<file path="src/rtl/fpu_seq_pkg.sv">
`default_nettype none
// fpu_seq_pkg: shared encodings and response record for the fpu request sequencer.
package fpu_seq_pkg;

  localparam logic [2:0] OP_ADD = 3'd0;
  localparam logic [2:0] OP_SUB = 3'd1;
  localparam logic [2:0] OP_MUL = 3'd2;
  localparam logic [2:0] OP_DIV = 3'd3;

  localparam int FLAG_INF          = 0;
  localparam int FLAG_SNAN         = 1;
  localparam int FLAG_QNAN         = 2;
  localparam int FLAG_INE          = 3;
  localparam int FLAG_OVERFLOW     = 4;
  localparam int FLAG_UNDERFLOW    = 5;
  localparam int FLAG_ZERO         = 6;
  localparam int FLAG_DIV_BY_ZERO  = 7;
  localparam int FLAG_ILLEGAL_OP   = 8;

  typedef struct packed {
    logic [8:0]  flags;
    logic [31:0] data;
  } fpu_rsp_t;

  // Encodings 4..7 are reserved; only the top bit distinguishes them.
  function automatic logic is_illegal_op(input logic [2:0] op);
    return op[2];
  endfunction

endpackage
`default_nettype wire

</file>
<file path="src/rtl/fpu_seq_fifo.sv">
`default_nettype none
// fpu_seq_fifo: power-of-two synchronous FIFO with occupancy count.
module fpu_seq_fifo #(
  parameter int DEPTH = 4,
  parameter int WIDTH = 8
) (
  input  logic                    clk,
  input  logic                    rst_n,
  input  logic                    push_i,
  input  logic [WIDTH-1:0]        wdata_i,
  input  logic                    pop_i,
  output logic [WIDTH-1:0]        rdata_o,
  output logic                    empty_o,
  output logic [$clog2(DEPTH):0]  count_o
);

  localparam int AW = $clog2(DEPTH);

  logic [WIDTH-1:0] mem_q [DEPTH];
  logic [AW:0]      wr_ptr_q, rd_ptr_q;
  logic             full, do_push, do_pop;

  // Extra pointer bit separates full from empty when the indices match.
  assign count_o = wr_ptr_q - rd_ptr_q;
  assign empty_o = (wr_ptr_q == rd_ptr_q);
  assign full    = (wr_ptr_q[AW] != rd_ptr_q[AW]) &&
                   (wr_ptr_q[AW-1:0] == rd_ptr_q[AW-1:0]);
  assign do_pop  = pop_i && !empty_o;
  assign do_push = push_i && (!full || do_pop);
  assign rdata_o = mem_q[rd_ptr_q[AW-1:0]];

  always_ff @(posedge clk or negedge rst_n) begin
    if (!rst_n) begin
      wr_ptr_q <= '0;
      rd_ptr_q <= '0;
    end else begin
      if (do_push) wr_ptr_q <= wr_ptr_q + 1'b1;
      if (do_pop)  rd_ptr_q <= rd_ptr_q + 1'b1;
    end
  end

  always_ff @(posedge clk) begin
    if (do_push) mem_q[wr_ptr_q[AW-1:0]] <= wdata_i;
  end

endmodule
`default_nettype wire

</file>
<file path="src/rtl/fpu_req_sequencer.sv">
`default_nettype none
// fpu_req_sequencer: valid/ready front-end for the fixed-latency fpu core; tracks
// in-flight ops, queues tagged results in order and keeps sticky exception flags.
module fpu_req_sequencer
  import fpu_seq_pkg::*;
#(
  parameter int LATENCY    = 4,
  parameter int FIFO_DEPTH = 4,
  parameter int TAG_W      = 4
) (
  input  logic             clk,
  input  logic             rst_n,
  input  logic             req_valid,
  output logic             req_ready,
  input  logic [2:0]       req_op,
  input  logic [1:0]       req_rmode,
  input  logic [31:0]      req_opa,
  input  logic [31:0]      req_opb,
  input  logic [TAG_W-1:0] req_tag,
  output logic [31:0]      fpu_opa,
  output logic [31:0]      fpu_opb,
  output logic [2:0]       fpu_op,
  output logic [1:0]       fpu_rmode,
  input  logic [31:0]      fpu_out,
  input  logic [7:0]       fpu_flags,
  output logic             rsp_valid,
  input  logic             rsp_ready,
  output logic [31:0]      rsp_data,
  output logic [8:0]       rsp_flags,
  output logic [TAG_W-1:0] rsp_tag,
  output logic [8:0]       sticky_flags,
  input  logic             sticky_clr
);

  localparam int CNT_W   = $clog2(FIFO_DEPTH) + 1;
  localparam int ENTRY_W = $bits(fpu_rsp_t) + TAG_W;
  localparam logic [CNT_W:0] CREDIT_MAX = (CNT_W+1)'(FIFO_DEPTH);

  logic               live_q;
  logic [LATENCY-1:0] pipe_vld_q;
  logic [TAG_W:0]     pipe_info_q [LATENCY];
  logic [CNT_W-1:0]   inflight_q, inflight_d;
  logic [CNT_W-1:0]   fifo_cnt;
  logic [8:0]         sticky_q, sticky_d;
  logic [31:0]        opa_q, opb_q;
  logic [2:0]         op_q;
  logic [1:0]         rmode_q;
  logic [CNT_W:0]     credit_used;
  logic               accept, wr_en, pop, fifo_empty;
  fpu_rsp_t           wr_rsp, rd_rsp;
  logic [ENTRY_W-1:0] wr_entry, rd_entry;

  // Credit covers both in-flight and queued results so the FIFO can never overflow.
  assign credit_used = {1'b0, inflight_q} + {1'b0, fifo_cnt};
  assign req_ready   = live_q && (credit_used < CREDIT_MAX);
  assign accept      = req_valid && req_ready;

  assign wr_en    = pipe_vld_q[LATENCY-1];
  assign wr_rsp   = '{flags: {pipe_info_q[LATENCY-1][0], fpu_flags}, data: fpu_out};
  assign wr_entry = {pipe_info_q[LATENCY-1][TAG_W:1], wr_rsp};

  assign rsp_valid = !fifo_empty;
  assign pop       = rsp_valid && rsp_ready;
  assign rd_rsp    = rd_entry[$bits(fpu_rsp_t)-1:0];
  assign rsp_data  = fifo_empty ? '0 : rd_rsp.data;
  assign rsp_flags = fifo_empty ? '0 : rd_rsp.flags;
  assign rsp_tag   = fifo_empty ? '0 : rd_entry[ENTRY_W-1:$bits(fpu_rsp_t)];

  assign fpu_opa      = opa_q;
  assign fpu_opb      = opb_q;
  assign fpu_op       = op_q;
  assign fpu_rmode    = rmode_q;
  assign sticky_flags = sticky_q;

  always_comb begin
    inflight_d = inflight_q + CNT_W'(accept) - CNT_W'(wr_en);
    sticky_d   = (sticky_clr ? 9'd0 : sticky_q) | (wr_en ? wr_rsp.flags : 9'd0);
  end

  always_ff @(posedge clk or negedge rst_n) begin
    if (!rst_n) begin
      live_q     <= 1'b0;
      pipe_vld_q <= '0;
      for (int i = 0; i < LATENCY; i++) pipe_info_q[i] <= '0;
      inflight_q <= '0;
      sticky_q   <= '0;
      opa_q      <= '0;
      opb_q      <= '0;
      op_q       <= '0;
      rmode_q    <= '0;
    end else begin
      live_q         <= 1'b1;
      pipe_vld_q[0]  <= accept;
      pipe_info_q[0] <= {req_tag, is_illegal_op(req_op)};
      for (int i = 1; i < LATENCY; i++) begin
        pipe_vld_q[i]  <= pipe_vld_q[i-1];
        pipe_info_q[i] <= pipe_info_q[i-1];
      end
      inflight_q <= inflight_d;
      sticky_q   <= sticky_d;
      if (accept) begin
        opa_q   <= req_opa;
        opb_q   <= req_opb;
        op_q    <= req_op;
        rmode_q <= req_rmode;
      end
    end
  end

  fpu_seq_fifo #(
    .DEPTH (FIFO_DEPTH),
    .WIDTH (ENTRY_W)
  ) u_fifo (
    .clk     (clk),
    .rst_n   (rst_n),
    .push_i  (wr_en),
    .wdata_i (wr_entry),
    .pop_i   (pop),
    .rdata_o (rd_entry),
    .empty_o (fifo_empty),
    .count_o (fifo_cnt)
  );

endmodule
`default_nettype wire

</file>
<file path="config.mk">
export PLATFORM = sky130hd
export DESIGN_NAME = fpu_req_sequencer
export DESIGN_NICKNAME = d
export VERILOG_FILES = /design/src/rtl/fpu_seq_pkg.sv /design/src/rtl/fpu_seq_fifo.sv /design/src/rtl/fpu_req_sequencer.sv
export SDC_FILE = /design/constraint.sdc
export NUM_CORES = 1
export LEC_CHECK = 0
export ABC_AREA = 1
export ABC_CLOCK_PERIOD_IN_PS = 4000
export CORE_MARGIN = 2
export CORE_UTILIZATION = 46
export CTS_CLUSTER_DIAMETER = 200
export CTS_CLUSTER_SIZE = 16
export DETAILED_ROUTE_END_ITERATION = 16
export HOLD_SLACK_MARGIN = 0.1
export PLACE_DENSITY = 0.74
export SYNTH_ARGS = -nofsm -noshare
export SYNTH_HDL_FRONTEND = slang
export SYNTH_HIERARCHICAL = 1
export SYNTH_SLANG_ARGS = --single-unit
</file>
<file path="constraint.sdc">
create_clock -name clk -period 4 [get_ports clk]
set_clock_uncertainty 0.2 [all_clocks]
set_input_delay 0.4 -clock clk [delete_from_list [all_inputs] [get_ports clk]]
set_output_delay 0.4 -clock clk [all_outputs]
set_load 0.05 [all_outputs]
</file>
==> results.md <==
Cells and area
* **post-route cell area** 14800 sq um
* **share of post-route cells with drive strength above 1** 8.29%
* **leading cell type in the layout, fill and taps excluded** clkdlybuf4s50_1
* **nets@finish** 1336
* **area overhead of the layout relative to synthesis** 27.5%
* **diode insertion count for antenna repair** 0
* **Fill cells** 2075
* **commonest cells after routing, fill and taps aside** 193 x clkdlybuf4s50_1, 180 x edfxtp_1, 167 x nand2_1

Job
* **max-cap violation count** 0

Synthesis
* **Post-Syn Instances** 985
* **area fraction in compound gates after synthesis** 6.70%
* **synth warn** 6
* **number of register bits inferred by synthesis** 292
* **multiplexer area fraction after synthesis** 0%
* **Post-Synth Simple-Gate Area** 14.5%
* **Net Count, Synth** 1116
* **Post-Synth XOR/XNOR Area** 0.378%
* **post-synthesis cell area** 11600 sq um
* **fraction of the mapped netlist area in adder cells** 1.53%
* **Cell variety after synth** 28
* **synthesized area per cell** 11.8 sq um
* **sequential fraction of the synthesis area** 70.8%
* **largest family of logic cells by synthesized area** simple AND/OR/NAND/NOR gates

Worst setup path
* **worst r2r src** u_fifo/wr_ptr_q[0]
* **Max FO, Critical Path** 38
* **Worst setup startpoint** u_fifo/wr_ptr_q[0]
* **reg2reg setup slack** 0.85 ns
* **category of the worst setup path launch point** flop
* **arrival time at the worst endpoint** 2.98 ns
* **Req. time, crit path** 3.40 ns
* **kind of critical path** flop to output pin
* **depth of the most critical reg-to-reg path** 13
* **kind of end point of the critical path** output pin
* **Worst Setup EP** req_ready
* **endpoint of the worst-slack reg-to-reg timing path** inflight_q[2]

Die
* **Die Width** 163 microns
* **Die Y** 163 microns
* **effective utilization at floorplan** 46.4%
* **number of rows created at floorplan** 58
* **standard cell core area** 25000 sq um
* **number of placed I/O pins** 243
* **Die Footprint** 26500 sq um

STA
* **RSZ-0062 raised after global routing** no
* **fin crit period** 3.58 ns
* **share of the cycle needed by the critical path after routing** 89.5%
* **setup violation total in the final timing report** 0
* **worst rel slew slack** 35.9%
* **Final Hold Vio Count** 0
* **setup_tns** 0 ns
* **Hold Slack** 0.130 ns
* **worst-margin pin slew** 0.961 ns
* **Fmax** 279 MHz
* **final-report max-slew violation count** 0

Placed design
* **IO buf count** 242
* **half-perimeter wire length after placement** 16000 microns
* **routability congestion estimate from global placement** 0.784
* **placed cell areas** 14100 sq um

Global route
* **total global routing overflow** 0
* **via count of the first global-routing pass** 7897
* **largest net degree at the start of global routing** 94
* **global-route total usage across every layer** 19.5%
* **wire length of the first global-routing pass** 41100 microns
* **initial antenna violation count** 0

Clock tree
* **number of buffers added by the clock tree synthesis step** 22
* **Clock Tree Buf Depth** 3
* **CTS tree** done
* **clk sinks** 292
* **H-Tree Level Count** 1
* **clock root buffer master** clkbuf_16
* **clock transition time at the flip-flop clock pins of the worst setup and hold paths** 0.07 ns
* **clock latency on the worst-skew pair** 0.51 ns
* **Resize count post-CTS** 0

Routing
* **detailed-router iteration count before antenna repair** 5
* **Vias per Instance** 5.07
* **routed wirelength normalized by instance count** 16.7 microns
* **post-route ant nets** 0
* **DRT Wirelength** 25900 microns
* **number of DRC markers after the initial detailed-route iteration** 477
* **total number of vias** 7859
* **Post-route DRC** 0

Power and ir drop
* **total chip power** 5.45 mW
* **power per standard cell area** 369 nW/um^2
* **worst voltage drop across the vdd grid** 236 uV
* **P_leak** 6.14 nW

Outcome
* **status** complete, no violations

Hold path
* **path category of the worst min-delay check** input pin to flop

synthesized netlist by cell type:
cell	count	share of area, %
xor2_1	3	0.23
buf_4	5	0.32
xnor2_1	2	0.15
o21ai_1	45	1.9
buf_2	22	0.95
fa_1	2	0.35
buf_1	4	0.13
nor2_1	137	4.4
edfxtp_1	180	47
nor2_4	1	0.097
buf_6	13	1.3
nand2_1	167	5.4
clkbuf_4	5	0.32
nor2_2	4	0.22
nand3_1	7	0.30
inv_8	1	0.097
nand2_4	1	0.097
ha_1	11	1.2
dfrtp_1	112	24
o22ai_1	45	2.4
clkbuf_1	14	0.45
conb_1	1	0.032
nand2_2	1	0.054
inv_1	76	2.5
nand3_2	2	0.17
o21ai_0	54	2.3
nand4_1	69	3.7
inv_2	1	0.032
how the worst min path moves through the flow:
| stage | startpoint | to | cells past startpoint |
|---|---|---|---|
| after global routing | req_tag[0] | pipe_info_q[16] | 1 |
| after global placement | pipe_vld_q[1] | pipe_vld_q[2] | 0 |
| after floorplan | rst_n | fpu_op[0] | 0 |
| after detailed placement | pipe_info_q[6] | pipe_info_q[1] | 0 |
| after CTS | req_tag[0] | pipe_info_q[16] | 1 |
| final | req_tag[0] | pipe_info_q[16] | 1 |
state kept, by name (all words and copies together) (netlist names):
name,cells
fpu_rmode,2
u_fifo/wr_ptr_q,3
fpu_opa,32
live_q,1
fpu_opb,32
inflight_q,3
u_fifo/rd_ptr_q,3
fpu_op,3
pipe_vld_q,4
sticky_flags,9
pipe_info_q,20
u_fifo/mem_q,180
metrics by stage:
stage               instances  setup slack (ns)  util [%]
CTS                      1549             0.363      59.2
global placement         1510             0.872      56.6
detailed placement       1510             0.830      56.6
global route             1549             0.217      59.2
floorplan                 985             0.325         -
finish                   1549             0.419      59.2
critical path, stage by stage, from the launching register on:
cell and delay [ns]:
dfrtp_1 0.39, inv_1 0.10, ha_1 0.22, fa_1 0.37, xor2_1 0.17, ha_1 0.27
inv_1 0.05, nand2_1 0.07, nor2_4 0.10, buf_4 0.37, nand2_1 0.09, inv_1 0.11
buf_12 0.14
what timing repair did:
action,4_1_cts,5_1_grt
hold buffers,1,0
endpoints found under the hold margin,66,0
buffers inserted,0,0
power breakdown:
part	switching, mW	internal [mW]	total [mW]
logic	0.0732	0.102	0.176
registers	0.00433	3.21	3.22
clock network	0.980	1.08	2.06
total	1.06	4.39	5.45
logic make-up (layout without fill, tap and decap cells):
kind of cell | count (synthesis) | count (layout)
flops | 292 | 292
simple gates | 389 | 389
compound gates | 144 | 144
other cells | 1 | 1
xor+xnor | 5 | 5
fa+ha+maj | 13 | 13
buf+inv | 141 | 375
layout make-up:
type	count	area [sq um]	share of cell area, %
Multi-Input combinational cell	552	2700	18.3
Inverter	78	300	2.03
Timing Repair Buffer	259	2500	16.9
Sequential cell	292	8210	55.6
Clock inverter	1	16.3	0.110
Clock buffer	37	628	4.25
Tap cell	330	413	2.79
layer usage:
metal  wire length, microns  vias up  global-route usage [%]
met5                      0        -                       0
met3                   2350       18                    5.83
li1                       -     3814                       -
met1                  10900     3762                    24.9
met2                  12400      265                    33.2
met4                    311        0                    3.82
Note: power is estimated with default switching activity, not from simulation.
